**src/rtl/prog_timer_counter_pkg.sv**
```systemverilog
// prog_timer_counter_pkg: shared direction, mode and FSM state encodings for the programmable timer/counter
package prog_timer_counter_pkg;
    localparam logic MODE_AUTO    = 1'b0;
    localparam logic MODE_ONESHOT = 1'b1;
    localparam logic DIR_DN       = 1'b0;
    localparam logic DIR_UP       = 1'b1;
    localparam logic [0:0] ST_RUN  = 1'b0;
    localparam logic [0:0] ST_HALT = 1'b1;
endpackage

```
**src/rtl/prog_timer_counter_cnt_prescaler.sv**
```systemverilog
// cnt_prescaler: divides enabled cycles by presc+1 and emits a step strobe
// Ports: clk, reset (sync, active-high), clr (restart phase), run (count this cycle),
//        presc (ratio minus one) -> step_en (strobe in the cycle a counter step is due)
module cnt_prescaler
    import prog_timer_counter_pkg::*;
#(
    parameter int PRESC_W = 4
) (
    input  logic               clk,
    input  logic               reset,
    input  logic               clr,
    input  logic               run,
    input  logic [PRESC_W-1:0] presc,
    output logic               step_en
);
    logic [PRESC_W-1:0] pcnt_q, pcnt_d;
    assign step_en = run && (pcnt_q == presc);
    always_comb begin
        pcnt_d = clr ? '0 : !run ? pcnt_q : step_en ? '0 : pcnt_q + 1'b1;
    end
    always_ff @(posedge clk) begin
        if (reset) pcnt_q <= '0;
        else       pcnt_q <= pcnt_d;
    end
endmodule

```
**src/rtl/prog_timer_counter.sv**
```systemverilog
// prog_timer_counter: prescaled up/down counter with threshold wrap, parallel load and one-shot halt
// Ports: clk, reset (sync, active-high), enable, dn_up (1=up), mode (1=one-shot), load, load_val,
//        cnt_th (threshold, 0 = full range), presc (ratio minus one) -> cntout, timeout (pulse), done (level)
module prog_timer_counter
    import prog_timer_counter_pkg::*;
#(
    parameter int N       = 4,
    parameter int PRESC_W = 4
) (
    input  logic               clk,
    input  logic               reset,
    input  logic               enable,
    input  logic               dn_up,
    input  logic               mode,
    input  logic               load,
    input  logic [N-1:0]       load_val,
    input  logic [N-1:0]       cnt_th,
    input  logic [PRESC_W-1:0] presc,
    output logic [N-1:0]       cntout,
    output logic               timeout,
    output logic               done
);
    logic [N-1:0] cnt_q, cnt_d, term, nxt;
    logic         tmo_q, tmo_d, done_q, done_d, wrap, up, step_en;
    logic [0:0]   st_q, st_d;
    // cnt_th=0 wraps naturally to 2^N-1, giving the full range
    assign term = cnt_th - 1'b1;
    assign up   = (dn_up == DIR_UP);
    // up uses >= so a threshold lowered below the count still wraps
    assign wrap = up ? (cnt_q >= term) : (cnt_q == '0);
    // down from above a lowered threshold snaps to term without a timeout
    assign nxt  = up ? (wrap ? '0 : cnt_q + 1'b1)
                     : (wrap ? term : (cnt_q > term) ? term : cnt_q - 1'b1);
    cnt_prescaler #(.PRESC_W(PRESC_W)) u_presc (
        .clk    (clk),
        .reset  (reset),
        .clr    (load),
        .run    (enable && st_q == ST_RUN),
        .presc  (presc),
        .step_en(step_en)
    );
    always_comb begin
        cnt_d  = cnt_q;
        tmo_d  = 1'b0;
        done_d = done_q;
        st_d   = st_q;
        if (load) begin
            cnt_d  = load_val;
            done_d = 1'b0;
            st_d   = ST_RUN;
        end else if (step_en) begin
            cnt_d = nxt;
            tmo_d = wrap;
            if (wrap && mode == MODE_ONESHOT) begin
                st_d   = ST_HALT;
                done_d = 1'b1;
            end
        end
    end
    always_ff @(posedge clk) begin
        if (reset) begin
            cnt_q  <= '0;
            tmo_q  <= 1'b0;
            done_q <= 1'b0;
            st_q   <= ST_RUN;
        end else begin
            cnt_q  <= cnt_d;
            tmo_q  <= tmo_d;
            done_q <= done_d;
            st_q   <= st_d;
        end
    end
    assign cntout  = cnt_q;
    assign timeout = tmo_q;
    assign done    = done_q;
endmodule

```
**config.mk**
```make
export PLATFORM = sky130hd
export DESIGN_NAME = prog_timer_counter
export DESIGN_NICKNAME = d
export VERILOG_FILES = /design/src/rtl/prog_timer_counter_pkg.sv /design/src/rtl/prog_timer_counter_cnt_prescaler.sv /design/src/rtl/prog_timer_counter.sv
export SDC_FILE = /design/constraint.sdc
export NUM_CORES = 1
export LEC_CHECK = 0
export ABC_AREA = 1
export CAP_MARGIN = 20
export CORE_UTILIZATION = 45
export CTS_CLUSTER_DIAMETER = 60
export CTS_CLUSTER_SIZE = 10
export DETAILED_ROUTE_END_ITERATION = 10
export PLACE_DENSITY = 0.8
export SYNTH_ARGS = -nofsm -noshare
export SYNTH_HDL_FRONTEND = slang
export SYNTH_SLANG_ARGS = --single-unit
```
**constraint.sdc**
```tcl
create_clock -name clk -period 3.2 [get_ports clk]
set_clock_uncertainty 0.1 [all_clocks]
set_input_delay 0.64 -clock clk [delete_from_list [all_inputs] [get_ports clk]]
set_output_delay 0.64 -clock clk [all_outputs]
set_load 0.05 [all_outputs]
```
==> flow_summary.ini, run 1 <==
[yosys]
syn_area_um2 = 875
synthFlopType = dfxtp_1
synthArstFlopShare_pct = 0
yosys.area.top_type = dfxtp_1
synthTopCellsByArea = dfxtp_1, nand2_1, ha_1, a21oi_1, nor2_1
seq_area_frac_synth_pct = 22.9
yosysWarnings = 0
synth_edf_count = 0
synth_seq_cells = 10
synth_top_area_share_pct = 22.9
syn_inst = 140
ys_types = 25
syn_nets = 166
avgSynthCellArea_um2 = 6.25

[drt]
drt_iter0_drc = 37
drt_wl_total_mm = 2.05
routedWlPerCell_um = 10.7
drt_first_pass_iters = 4
post-route-drc-count = 0
vias = 929
ant_nets = 0
vias_per_cell = 4.84

[sta]
worstMarginPinSlew_ns = 0.501
setup_tns_ns = 0
max-slew-margin-rel_pct = 66.5
drv_slew = 0
hold_viol = 0
fmax_ghz = 0.359
post-route-period-util_pct = 87.0
period_needed_ns = 2.79
rsz0062_at_grt = false
setup_viol = 0

[global_route]
grt_pass1_wl_mm = 3.48
antenna_found_initial = 0
grt_use_total_pct = 23.0
grt_pass1_vias = 789
grt.overflow.total = 0
grt_max_degree = 9

[clock_network]
clk_latency_ns = 0.27
path_clk_slew_ns = 0.08
cts_resized = 0
cts_buffers = 3
cts_hold_buf = 0
h-tree-depth = 1
cts.sinks = 10
cts_tree = yes
cts_setup_buffers = 0
cts_buffer_depth = 2
root_buffer = clkbuf_4

[layout]
multi_input_area_um2 = 591
fin_nets = 194
area_delta_synth_final_pct = 34.0
seq_area_um2 = 200
n_fill_cell = 172
drive_gt1_share_pct = 12.0
layout.cells.non_filler = 192
antenna_cells = 0

[setup_path]
slowest_stage = clkdlybuf4s50_1
cp.required_ns = 3.25
timing.critical_path.buf_inv = 3
crit_top_cell = nand2_1
crit_chain = clkdlybuf4s50_1, inv_1, ha_1, xnor2_1, ha_1, nand2_1, inv_1, nand2_1, nand2_1, nand2_1, nand2_1, a21oi_1, nand2_1, nand2_1, a21oi_1
crit_fanout = 6
critPathCaptureType = flop
critPathTopFamily = buffers and inverters
rrSetupSlack_ns = 1.33
crit_type = in2reg
crit_arrival_ns = 2.84
max_stage_delay_ns = 0.52
cp-start-kind = input pin

[floorplan]
dieWidth_um = 46.1
design.core.area_um2 = 1780
start_util_pct = 49.1
row_count = 15
die_h_um = 46.1
die_area_um2 = 2120
io_pins = 24

[pwr]
p_leak_nw = 0.558
power_density_nw_per_um2 = 353
max-vdd-ir-drop_v = 0.000231

[placement]
place.gp.congestion = 0.927
port_buffers = 23
hpwlAfterDp_mm = 1.71
dp.cells = 188

[job]
drv_cap = 0

[outcome]
outcome = finished clean

[hold_path]
hold_path.class = reg2reg
-- cells in the mapped netlist (2+ instances only) --
master and instances:
nand2_1 39, nor2_1 15, a21oi_1 13, inv_1 13, dfxtp_1 10, nand3_1 10, ha_1 8, inv_2 8
xnor2_1 3, nand2_2 2, nand4_1 2, o21ai_0 2, o21ai_1 2, xor2_1 2
-- kinds of logic after synthesis --
family	Yosys count	share of synthesized area, %
and+or+nand+nor	73	36.1
buffers and inverters	22	9.59
AOI/OAI and AO/OA	21	13.2
DFF	10	22.9
adders and majority gates	8	11.4
xor gates and xnor gates	6	6.87
-- layout by cell type (no fill, tap or decap), types with 2 or more instances in the layout --
master | synthesis | final
clkdlybuf4s50_1 | 0 | 23
inv_2 | 8 | 8
a21oi_1 | 13 | 13
xnor2_1 | 3 | 3
dfxtp_1 | 10 | 10
nand2_1 | 39 | 39
o21ai_1 | 2 | 2
xor2_1 | 2 | 2
o21ai_0 | 2 | 2
nand2_2 | 2 | 2
inv_1 | 13 | 13
ha_1 | 8 | 8
nand3_1 | 10 | 10
clkbuf_4 | 0 | 3
nor2_1 | 15 | 15
nand4_1 | 2 | 2
-- worst paths after layout --
| kind | from | endpoint | cells after the start |
|---|---|---|---|
| max | cnt_th[0] | cntout[3]$_SDFFE_PP0P_ | 15 |
| min | st_q$_SDFFE_PP0P_ | st_q$_SDFFE_PP0P_ | 2 |
| max reg2reg | cntout[1]$_SDFFE_PP0P_ | cntout[3]$_SDFFE_PP0P_ | 11 |
| min reg2reg | st_q$_SDFFE_PP0P_ | st_q$_SDFFE_PP0P_ | 2 |
-- area by class of cell --
cell class	instances	share of cell area, %
multi-input cells	108	50.4
repair buffers	23	19.6
flip-flops and latches	10	17.1
inverters	22	7.15
clock buffers	4	3.09
well taps	25	2.67
-- registers in the layout, indices dropped and copies added (netlist names) --
register / flops
u_presc.pcnt_q: 4
st_q: 1
cntout: 4
timeout: 1
-- metrics by stage --
stage	setup WS, ns	util, %	hold slack (ns)	total power, W	cell area [µm²]
2_1_floorplan	0.981	-	0.396	0.000245	875
4_1_cts	0.439	65.8	0.386	0.000416	1170
3_3_place_gp	0.186	63.7	0.367	0.000298	1140
3_5_place_dp	0.157	63.7	0.375	0.000299	1140
6_report	0.414	65.8	0.380	0.000414	1170
5_1_grt	0.219	65.8	0.417	0.000447	1170
-- power breakdown --
group / total (W) / leakage, nW / internal (W) / switching [W]
Sequential: 0.000138 / 0.0816 / 0.000130 / 0.00000796
Clock: 0.000116 / 0.0210 / 0.0000691 / 0.0000470
Combinational: 0.000161 / 0.456 / 0.0000679 / 0.0000926
-- tightest hold or removal path, stage by stage, from the launching register on --
cell	delay, ns
dfxtp_1	0.32
inv_2	0.06
o21ai_1	0.06
-- routing by layer --
layer  GRT usage (%)  share of wire (%)
met5               0                  0
met1            33.4                 51
met2            34.6                 44
met4            5.29               0.58
met3            4.71                4.8
Note: power is estimated with default switching activity, not from simulation.
==> inputs of run 2 (changes only) <==
- HOLD_SLACK_MARGIN: default -> 0.06
- SLEW_MARGIN: default -> 30
==> results of run 2 <==
Same layout as run 1: the final DEF is identical, and so are final timing and power.
